--- config.mk ---
export PLATFORM = sky130hd
export DESIGN_NAME = rns_reverse_conv_flat
export DESIGN_NICKNAME = d
export VERILOG_FILES = /design/src/rtl/rns_reverse_conv_pkg.sv /design/src/rtl/rns_reverse_conv_if.sv /design/src/rtl/rns_reverse_conv_mod_dbl.sv /design/src/rtl/rns_reverse_conv.sv /design/src/flat_wrapper.sv
export SDC_FILE = /design/constraint.sdc
export NUM_CORES = 1
export LEC_CHECK = 0
export CAP_MARGIN = 20
export CORE_MARGIN = 5
export CORE_UTILIZATION = 55
export DETAILED_ROUTE_END_ITERATION = 12
export PLACE_DENSITY_LB_ADDON = 0.3
export SLEW_MARGIN = 20
export SYNTH_ARGS = -nofsm -noshare
export SYNTH_HDL_FRONTEND = slang
export SYNTH_SLANG_ARGS = --single-unit
export TNS_END_PERCENT = 50
--- constraint.sdc ---
create_clock -name clk -period 5.5 [get_ports clk]
set_clock_uncertainty 0.1 [all_clocks]
set_input_delay 1.1 -clock clk [delete_from_list [all_inputs] [get_ports clk]]
set_output_delay 1.1 -clock clk [all_outputs]
set_load 0.005 [all_outputs]
--- src/rtl/rns_reverse_conv_pkg.sv ---
// Shared RNS constants: moduli, modular-inverse shift, residue packing and FSM encoding.
// Latency: n/a (definitions only).
// Backpressure: n/a.
package rns_reverse_conv_pkg;

    localparam int RNS_MOD_A     = 129;
    localparam int RNS_MOD_B     = 256;
    localparam int RNS_INV_SHIFT = 6;
    localparam int RNS_OUT_WID   = 16;

    // Packing of one RNS value, identical to the RNS register file layout
    localparam int RNS_RA_MSB = 15;
    localparam int RNS_RA_LSB = 8;
    localparam int RNS_RB_MSB = 7;
    localparam int RNS_RB_LSB = 0;

    typedef enum logic [1:0] {
        ST_IDLE = 2'd0,
        ST_SUB  = 2'd1,
        ST_DBL  = 2'd2,
        ST_DONE = 2'd3
    } state_e;

endpackage

--- src/rtl/rns_reverse_conv_if.sv ---
// Handshake bundle between an RNS producer/consumer (master) and the reverse converter (slave).
// Latency: n/a (wiring only).
// Backpressure: valid/ready on the input side and on the result side.
interface rns_reverse_conv_if;

    logic                                          in_valid;
    logic                                          in_ready;
    logic [rns_reverse_conv_pkg::RNS_OUT_WID-1:0]  rns_in;
    logic                                          out_valid;
    logic                                          out_ready;
    logic [rns_reverse_conv_pkg::RNS_OUT_WID-1:0]  bin_out;
    logic                                          busy;
    logic                                          err;

    modport master (
        output in_valid, rns_in, out_ready,
        input  in_ready, out_valid, bin_out, busy, err
    );

    modport slave (
        input  in_valid, rns_in, out_ready,
        output in_ready, out_valid, bin_out, busy, err
    );

endinterface

--- src/rtl/rns_reverse_conv_mod_dbl.sv ---
// Modular doubling: t -> (2t mod MOD_A) for a canonical 8-bit residue t < MOD_A.
// Latency: combinational.
// Backpressure: none (pure function).
module rns_reverse_conv_mod_dbl
    import rns_reverse_conv_pkg::*;
#(
    parameter int MOD_A = RNS_MOD_A
) (
    input  logic [7:0] t_i,
    output logic [7:0] t_o
);

    localparam logic [8:0] MOD_A_U = 9'(MOD_A);

    logic [8:0] dbl;

    // 2t fits in 9 bits; one conditional subtract keeps the result canonical
    always_comb begin
        dbl = {t_i, 1'b0};
        t_o = (dbl >= MOD_A_U) ? 8'(dbl - MOD_A_U) : dbl[7:0];
    end

endmodule

--- src/rtl/rns_reverse_conv.sv ---
// RNS {r_a mod 129, r_b mod 256} -> binary via X = r_b + 256*((r_a - r_b)*2^INV_SHIFT mod MOD_A).
// Latency: out_valid 1+INV_SHIFT edges after accept; 1 conversion per 2+INV_SHIFT cycles.
// Backpressure: result held in DONE until out_ready; in_ready also open in DONE when out_ready.
// Optional range check on r_a enabled by macro RNS_REVCONV_RANGE_CHK_EN (err tied 0 otherwise).
module rns_reverse_conv
    import rns_reverse_conv_pkg::*;
#(
    parameter int MOD_A     = RNS_MOD_A,
    parameter int INV_SHIFT = RNS_INV_SHIFT
) (
    input  logic                 clk,
    input  logic                 reset,
    rns_reverse_conv_if.slave    bus
);

    localparam int                CNT_W    = $clog2(INV_SHIFT + 1);
    localparam logic [CNT_W-1:0]  CNT_LAST = CNT_W'(INV_SHIFT - 1);
    localparam logic [8:0]        MOD_A_U  = 9'(MOD_A);
    localparam logic signed [8:0] MOD_A_S  = 9'(MOD_A);

    state_e            state_q, state_d;
    logic [7:0]        t_q, t_d;
    logic [7:0]        ra_q, ra_d;
    logic [7:0]        rb_q, rb_d;
    logic [CNT_W-1:0]  cnt_q, cnt_d;
    logic [15:0]       bin_q, bin_d;

    logic              in_ready_c;
    logic              capture;
    logic [8:0]        rb_wide;
    logic [7:0]        rb_m;
    logic signed [8:0] diff_s;
    logic [7:0]        sub_t;
    logic [7:0]        dbl_t;

    rns_reverse_conv_mod_dbl #(
        .MOD_A (MOD_A)
    ) u_mod_dbl (
        .t_i (t_q),
        .t_o (dbl_t)
    );

    // Modular subtraction (r_a - r_b) mod MOD_A; also folds a non-canonical r_a
    always_comb begin
        rb_wide = {1'b0, rb_q};
        rb_m    = (rb_wide >= MOD_A_U) ? 8'(rb_wide - MOD_A_U) : rb_q;
        diff_s  = $signed({1'b0, ra_q}) - $signed({1'b0, rb_m});
        if (diff_s < 0) begin
            sub_t = 8'(diff_s + MOD_A_S);
        end else if (diff_s >= MOD_A_S) begin
            sub_t = 8'(diff_s - MOD_A_S);
        end else begin
            sub_t = diff_s[7:0];
        end
    end

`ifdef RNS_REVCONV_RANGE_CHK_EN
    logic err_q, err_d;
`endif

    // Next-state and datapath update; a capture (IDLE or DONE retire) overrides the state arm
    always_comb begin
        state_d = state_q;
        t_d     = t_q;
        ra_d    = ra_q;
        rb_d    = rb_q;
        cnt_d   = cnt_q;
        bin_d   = bin_q;
`ifdef RNS_REVCONV_RANGE_CHK_EN
        err_d   = err_q;
`endif
        in_ready_c = (state_q == ST_IDLE) || ((state_q == ST_DONE) && bus.out_ready);
        capture    = bus.in_valid && in_ready_c;

        unique case (state_q)
            ST_IDLE: begin
                state_d = ST_IDLE;
            end
            ST_SUB: begin
                t_d     = sub_t;
                cnt_d   = '0;
                state_d = ST_DBL;
            end
            ST_DBL: begin
                t_d   = dbl_t;
                cnt_d = cnt_q + 1'b1;
                if (cnt_q == CNT_LAST) begin
                    bin_d   = {dbl_t, rb_q};
                    state_d = ST_DONE;
                end
            end
            ST_DONE: begin
                if (bus.out_ready) begin
                    state_d = ST_IDLE;
`ifdef RNS_REVCONV_RANGE_CHK_EN
                    err_d   = 1'b0;
`endif
                end
            end
        endcase

        if (capture) begin
            ra_d    = bus.rns_in[RNS_RA_MSB:RNS_RA_LSB];
            rb_d    = bus.rns_in[RNS_RB_MSB:RNS_RB_LSB];
            state_d = ST_SUB;
`ifdef RNS_REVCONV_RANGE_CHK_EN
            if ({1'b0, bus.rns_in[RNS_RA_MSB:RNS_RA_LSB]} >= MOD_A_U) begin
                bin_d   = '0;
                err_d   = 1'b1;
                state_d = ST_DONE;
            end
`endif
        end
    end

    // State and datapath registers; reset silently aborts any conversion in flight
    always_ff @(posedge clk or posedge reset) begin
        if (reset) begin
            state_q <= ST_IDLE;
            t_q     <= '0;
            ra_q    <= '0;
            rb_q    <= '0;
            cnt_q   <= '0;
            bin_q   <= '0;
        end else begin
            state_q <= state_d;
            t_q     <= t_d;
            ra_q    <= ra_d;
            rb_q    <= rb_d;
            cnt_q   <= cnt_d;
            bin_q   <= bin_d;
        end
    end

`ifdef RNS_REVCONV_RANGE_CHK_EN
    // Range-error flag, cleared when the flagged result is accepted
    always_ff @(posedge clk or posedge reset) begin
        if (reset) begin
            err_q <= 1'b0;
        end else begin
            err_q <= err_d;
        end
    end

    assign bus.err = err_q;
`else
    assign bus.err = 1'b0;
`endif

    assign bus.in_ready  = in_ready_c;
    assign bus.out_valid = (state_q == ST_DONE);
    assign bus.bin_out   = bin_q;
    assign bus.busy      = (state_q != ST_IDLE);

endmodule
--- src/flat_wrapper.sv ---
// flat-port wrapper written by rule: the top's interface ports become plain ports
module rns_reverse_conv_flat import rns_reverse_conv_pkg::*;
#(
    parameter int MOD_A     = RNS_MOD_A,
    parameter int INV_SHIFT = RNS_INV_SHIFT
)
  (clk, reset, bus_in_valid, bus_rns_in, bus_out_ready, bus_in_ready, bus_out_valid, bus_bin_out, bus_busy, bus_err);
  rns_reverse_conv_if bus_i ();
  input  logic clk;
  input  logic reset;
  input wire logic [$bits(bus_i.in_valid)-1:0] bus_in_valid;
  input wire logic [$bits(bus_i.rns_in)-1:0] bus_rns_in;
  input wire logic [$bits(bus_i.out_ready)-1:0] bus_out_ready;
  output wire logic [$bits(bus_i.in_ready)-1:0] bus_in_ready;
  output wire logic [$bits(bus_i.out_valid)-1:0] bus_out_valid;
  output wire logic [$bits(bus_i.bin_out)-1:0] bus_bin_out;
  output wire logic [$bits(bus_i.busy)-1:0] bus_busy;
  output wire logic [$bits(bus_i.err)-1:0] bus_err;
  assign bus_i.in_valid = bus_in_valid;
  assign bus_i.rns_in = bus_rns_in;
  assign bus_i.out_ready = bus_out_ready;
  assign bus_in_ready = bus_i.in_ready;
  assign bus_out_valid = bus_i.out_valid;
  assign bus_bin_out = bus_i.bin_out;
  assign bus_busy = bus_i.busy;
  assign bus_err = bus_i.err;
  rns_reverse_conv #(.MOD_A(MOD_A), .INV_SHIFT(INV_SHIFT)) u_core (.clk(clk), .reset(reset), .bus(bus_i));
endmodule
==> results.ini, run 1 <==
[run_status]
status = completed

[yosys]
synth_xor_area_frac = 0.08053
syn-cell-area_um2 = 2937
netlist_instances = 298
dominantRegCellSynth = dfrtp_1
synth_edf_count = 0
muxShareOfSynthArea = 0.09544
yosys.area_share.simple = 0.1734
ys_seq_area_frac = 0.3835
synth_top_family_by_area = simple AND/OR/NAND/NOR gates
yosys_register_bits = 45
yosys_warnings = 0
synth-async-reset-ratio = 1.000
synthAdderAreaFrac = 0.08522
syn_area_per_cell_um2 = 9.854
synth.distinct_cells = 59
synth_compound_area_frac = 0.1453
syn_nets = 338

[die]
die_area_um2 = 6901
die_w_um = 83.07
num_rows = 26
start_util = 0.5713
coreArea_um2 = 5140
ios = 40
die_y_um = 83.07

[worst_setup_path]
reg2reg_to = u_core.t_q[5]$_DFFE_PP0P_
cp_common_cell = nand2_1
rrSetupSlack_ns = 1.32
path_class = reg -> reg
required_ns = 5.57
cp.depth = 17
start_kind = flop
cp_top_family = simple AND/OR/NAND/NOR gates
worstPathArrival_ns = 4.25
crit_path_max_incr_delay_ns = 0.55
reg2regPathDepth = 17
cp_cell_sequence = or4_1, nor2_1, nand2_1, nand2_1, inv_1, nand2_1, or2_2, xor2_1, ha_1, and3_1, a221oi_1, a21bo_4, xor2_4, o31ai_2, o41ai_2, xnor2_1, o221ai_1
crit_path_max_fanout = 7
endpoint_kind = flop
cp_slowest_cell = or4_1
critPathBufInv = 1
r2r_start = u_core.rb_q[2]$_DFFE_PP0P_

[sta]
min_period_ns = 4.178
slew_viol_final = 0
max_freq_mhz = 239.4
setup_viol = 0
slew_headroom = 0.3652
final.setup.tns_ns = 0
post-route-period-util = 0.7596
fin_hold_ws_ns = 0.3833
rsz0062_at_grt = no
tightest_slew_ns = 0.9496
hold_viol = 0

[routing]
final_antenna_net_count = 0
post_drt_wl_per_cell_um = 14.27
viasPerCell = 5.522
dr.pass1.iters = 4
drt_wl_total_um = 5795
drt-initial-drc-count = 94
vias = 2242
drc_errors = 0

[grt]
grt_pass1_vias = 2217
antenna_found_initial = 0
grt-ovfl-total = 0
grt_pass1_wl_um = 10230
grt_use_total = 0.1763
grt_start_max_net_pins = 46

[clock_network]
cts_resized = 0
cts-buffers-inserted = 5
clk_path_buf_depth = 2
hold_buffers = 0
clock_latency_ns = 0.30
cts.clk_slew.worst_paths_ns = 0.08
cts_root_buffer = clkbuf_8
htree_levels = 2
postCtsSetupBuffers = 0
clkSinkCount = 45
tritoncts = yes

[finish]
fin_nets = 375
seqCellArea_um2 = 1126
syn_to_final_growth_pct = 17.98
multiInputGateArea_um2 = 1707
antenna_cells = 0
fillers = 436
drive_gt1_frac = 0.1369

[hold_path]
worst_hold_startpoint = u_core.bus.bin_out[15]$_DFFE_PP0P_
whs_path_depth = 2
hold_path.class = reg -> reg
hold-path-endpoint = u_core.bus.bin_out[15]$_DFFE_PP0P_

[job]
drv_cap = 0

[placed_design]
gp_congestion = 0.8611
hpwl_um = 4571
portBuffers = 38

-- worst max path at each step --
stage,slack (ns),startpoint,endpoint
3_3_place_gp,1.46,u_core.rb_q[2]$_DFFE_PP0P_,u_core.t_q[5]$_DFFE_PP0P_
4_1_cts,1.33,u_core.rb_q[2]$_DFFE_PP0P_,u_core.t_q[5]$_DFFE_PP0P_
3_5_place_dp,1.32,u_core.rb_q[2]$_DFFE_PP0P_,u_core.t_q[5]$_DFFE_PP0P_
6_report,1.32,u_core.rb_q[2]$_DFFE_PP0P_,u_core.t_q[5]$_DFFE_PP0P_
2_1_floorplan,1.62,u_core.rb_q[2]$_DFFE_PP0P_,u_core.t_q[5]$_DFFE_PP0P_
5_1_grt,0.94,u_core.rb_q[2]$_DFFE_PP0P_,u_core.t_q[5]$_DFFE_PP0P_
-- Yosys cell counts (2+ instances only) --
cell	number	area [um2]
mux2_2	24	270.3
o21ai_0	12	60.06
a21oi_1	8	40.04
o221ai_1	3	26.28
or4_1	2	15.01
o21ai_1	8	40.04
a21o_1	2	15.01
buf_2	2	10.01
xnor2_1	16	140.1
nand2b_1	5	31.28
a221oi_1	3	26.28
o22ai_1	2	12.51
o311ai_1	2	17.52
nor2_1	19	71.32
a22oi_1	2	15.01
ha_1	20	250.2
buf_4	2	15.01
clkbuf_1	5	18.77
nor4_1	3	18.77
nand3_1	7	35.03
nand2_1	33	123.9
inv_1	16	60.06
nor2b_1	5	31.28
nor3_1	6	30.03
xor2_1	6	52.55
and2_1	4	25.02
a211oi_1	2	15.01
nand4_1	3	18.77
dfrtp_1	45	1126
a21boi_1	2	15.01
-- final cells by class --
class / count / share of cell area
multi-input cells: 228 / 0.4926
flip-flops and latches: 45 / 0.3250
repair buffers: 39 / 0.1120
well taps: 70 / 0.02528
clock buffers: 6 / 0.02384
inverters: 16 / 0.01733
clock inverters: 2 / 0.003973
-- routing by layer --
metal,up-vias,GRT usage,share of wire
met5,-,0,0
met4,0,0.04606,0.012
met3,9,0.03564,0.039
met2,45,0.3105,0.50
met1,1065,0.2195,0.45
li1,1123,-,-
-- worst register-to-register path, cell delays in order (launching register included) --
cell      delay (ns)
dfrtp_1         0.45
or4_1           0.55
nor2_1          0.15
nand2_1         0.07
nand2_1         0.13
inv_1           0.07
nand2_1         0.11
or2_2           0.13
xor2_1          0.21
ha_1            0.33
and3_1          0.20
a221oi_1        0.25
a21bo_4         0.28
xor2_4          0.21
o31ai_2         0.14
o41ai_2         0.40
xnor2_1         0.16
o221ai_1        0.13
-- placed cells by master, fill, tap and decap left out, types with 6 or more instances in the layout --
cell type,instances
nand2_1,33
nand3_1,7
o21ai_1,8
clkdlybuf4s50_1,38
nor3_1,6
xor2_1,6
o21ai_0,12
a21oi_1,8
inv_1,15
ha_1,20
dfrtp_1,45
mux2_2,24
xnor2_1,16
nor2_1,19
clkbuf_8,6
-- logic make-up (layout without fill, tap and decap cells) --
| logic type | after synthesis | after routing |
|---|---|---|
| multiplexers | 25 | 25 |
| buffers and inverters | 25 | 63 |
| adder cells (fa/ha/maj) | 20 | 20 |
| other | 1 | 1 |
| XOR/XNOR | 24 | 24 |
| AND/OR/NAND/NOR | 98 | 98 |
| flip-flops | 45 | 45 |
| AO/OA/AOI/OAI | 60 | 60 |
-- state kept, by name, indices dropped and copies added (netlist names) --
register	count
u_core.bus.bin_out	16
u_core.t_q	8
u_core.rb_q	8
u_core.state_q	2
u_core.ra_q	8
u_core.cnt_q	3
-- per-stage QoR --
step | setup WS [ns] | cell area (um2) | util | std cells
floorplan | 1.622 | 2937 | - | 298
global placement | 1.459 | 3368 | 0.6553 | 398
detailed placement | 1.321 | 3368 | 0.6553 | 398
CTS | 1.327 | 3465 | 0.6741 | 406
global route | 0.9365 | 3465 | 0.6741 | 406
finish | 1.322 | 3465 | 0.6741 | 406
Power of run 1 is left out: the tool's default activity adds up to more than one toggle a clock period on the data nets, which glitch-free logic cannot reach.
==> run 2, diff against run 1 <==
--- a/config.mk
+++ b/config.mk
@@ -7,7 +7,7 @@
 export LEC_CHECK = 0
 export CAP_MARGIN = 20
 export CORE_MARGIN = 5
-export CORE_UTILIZATION = 55
+export CORE_UTILIZATION = 50
 export DETAILED_ROUTE_END_ITERATION = 12
 export PLACE_DENSITY_LB_ADDON = 0.3
 export SLEW_MARGIN = 20
==> constraint.sdc (replaced) <==
create_clock -name clk -period 3.82 [get_ports clk]
set_clock_uncertainty 0.1 [all_clocks]
set_input_delay 0.764 -clock clk [delete_from_list [all_inputs] [get_ports clk]]
set_output_delay 0.764 -clock clk [all_outputs]
set_load 0.005 [all_outputs]
==> results.ini, run 2 (synthesis results as in run 1) <==
[finish]
fin_nets = 400  ; +6.7%
drive_gt1_frac = 0.2438  ; +0.1069
multiInputGateArea_um2 = 1827  ; +7.0%
final_common_cell = dfrtp_1
fillers = 491  ; +13%
seqCellArea_um2 = 1126  ; unchanged
syn_to_final_growth_pct = 28.46
antenna_cells = 0  ; unchanged
layout_common_cells = dfrtp_1 (45), clkdlybuf4s50_1 (38), nand2_1 (31)
largest_register_ffs = 16  ; unchanged

[grt]
grt_pass1_wl_um = 10430  ; +1.9%
antenna_found_initial = 0  ; unchanged
grt_pass1_vias = 2324  ; +4.8%
grt-ovfl-total = 0  ; unchanged
grt_start_max_net_pins = 46  ; unchanged
grt_use_total = 0.1741  ; -0.002166

[routing]
final_antenna_net_count = 0  ; unchanged
viasPerCell = 5.399  ; -2.2%
drt-initial-drc-count = 90  ; -4.3%
post_drt_wl_per_cell_um = 14.44  ; +1.2%
vias = 2354  ; +5.0%
dr.pass1.iters = 4  ; unchanged
drt_wl_total_um = 6296  ; +8.6%
drc_errors = 0  ; unchanged

[clock_network]
hold_buffers = 0  ; unchanged
htree_levels = 2  ; unchanged
clkSinkCount = 45  ; unchanged
clk_path_buf_depth = 2  ; unchanged
tritoncts = yes
cts_root_buffer = clkbuf_8
clock_latency_ns = 0.31  ; about the same
cts.clk_slew.worst_paths_ns = 0.09  ; about the same
cts-buffers-inserted = 5  ; unchanged

[sta]
slew_viol_final = 0  ; unchanged
min_period_ns = 3.760  ; -0.4177 ns
hold_viol = 0  ; unchanged
tightest_slew_ns = 0.9861  ; +0.03655 ns
slew_headroom = 0.3408  ; -0.02443
max_freq_mhz = 266.0  ; +11%
rsz0062_at_grt = yes
fin_hold_ws_ns = 0.3862  ; +0.002852 ns
setup_viol = 0  ; unchanged
post-route-period-util = 0.9843  ; +0.2247

[die]
die_area_um2 = 7506  ; +8.8%
die_w_um = 86.64  ; +4.3%
die_y_um = 86.64  ; +4.3%
coreArea_um2 = 5816  ; +13%
ios = 40  ; unchanged
num_rows = 28  ; +7.7%
start_util = 0.5049  ; -0.06638

[run_status]
status = completed

[placed_design]
portBuffers = 38  ; unchanged
gp_congestion = 0.9287  ; +7.9%
hpwl_um = 4806  ; +5.2%

[job]
drv_cap = 0  ; unchanged

[worst_setup_path]
required_ns = 3.93  ; -1.64 ns
crit_path_max_fanout = 4  ; -3
endpoint_kind = flop
path_class = reg -> reg
rrSetupSlack_ns = 0.06  ; -1.26 ns
worstPathArrival_ns = 3.87  ; -0.38 ns
start_kind = flop

[hold_path]
hold_path.class = reg -> reg

[run 2: changes by cell type in the layout (fill, tap and decap cells not counted), sizes merged]
cell / previous run / this run
inv: 15 / 16
buf: 1 / 26
clkinvlp: 0 / 1
clkinv: 3 / 2
clkbuf: 6 / 5
[run 2: worst max-delay path: stages (launching register included)]
cell and delay, ns:
dfrtp_1 0.38, or4_4 0.56, nor2_4 0.11, nand2_1 0.05, nand2_1 0.09, inv_2 0.05, nand2_2 0.09, or2_4 0.13
xor2_2 0.18, ha_1 0.27, and3_4 0.17, a221oi_2 0.24, a21bo_4 0.27, xor2_4 0.21, nand2_2 0.08, o31a_1 0.26
xor2_1 0.15, a221oi_1 0.24
[run 2: worst paths after layout]
kind                                                    start                                  to  depth (start not counted)
min reg2reg                u_core.bus.bin_out[12]$_DFFE_PP0P_  u_core.bus.bin_out[12]$_DFFE_PP0P_                          2
max in group asynchronous                               reset  u_core.bus.bin_out[12]$_DFFE_PP0P_                          3
max                                u_core.rb_q[4]$_DFFE_PP0P_           u_core.t_q[6]$_DFFE_PP0P_                         17
max reg2reg                        u_core.rb_q[4]$_DFFE_PP0P_           u_core.t_q[6]$_DFFE_PP0P_                         17
min in group asynchronous                               reset   u_core.bus.bin_out[3]$_DFFE_PP0P_                          3
min                        u_core.bus.bin_out[12]$_DFFE_PP0P_  u_core.bus.bin_out[12]$_DFFE_PP0P_                          2
[run 2: cell type report]
| class | count | area share |
|---|---|---|
| Clock buffer | 5 | 0.01824 |
| Multi-Input combinational cell | 228 | 0.4842 |
| Clock inverter | 3 | 0.005638 |
| Sequential cell | 45 | 0.2985 |
| Inverter | 16 | 0.01592 |
| Timing Repair Buffer | 64 | 0.1526 |
| Tap cell | 75 | 0.02488 |
[run 2: timing repair]
item,CTS,global route
endpoints found under the setup margin,5,8
hold endpoints to repair,0,0
resized for setup,4,20
pin swaps,3,13
buffers inserted,2,4
[run 2: layer usage]
| layer | wire, um | share of wire | vias to the layer above | GRT usage |
|---|---|---|---|---|
| li1 | - | - | 1177 | - |
| met1 | 2651 | 0.42 | 1121 | 0.2055 |
| met2 | 3291 | 0.52 | 42 | 0.3074 |
| met3 | 216 | 0.034 | 14 | 0.03422 |
| met4 | 136 | 0.022 | 0 | 0.07224 |
| met5 | 0 | 0 | - | 0 |
[run 2: metrics by stage]
step	cells	cell area, um2	setup TNS (ns)	utilization	setup slack (ns)
after global routing	436	3772	-0.6203	0.6487	-0.1246
after detailed placement	422	3517	-0.06148	0.6048	-0.06148
after CTS	432	3642	-0.05626	0.6263	-0.02612
final	436	3772	0	0.6487	0.06010
after floorplan	298	2937	0	-	0.03910
after global placement	422	3517	-0.02551	0.6048	-0.02551
Power of run 2 is left out for the same reason.
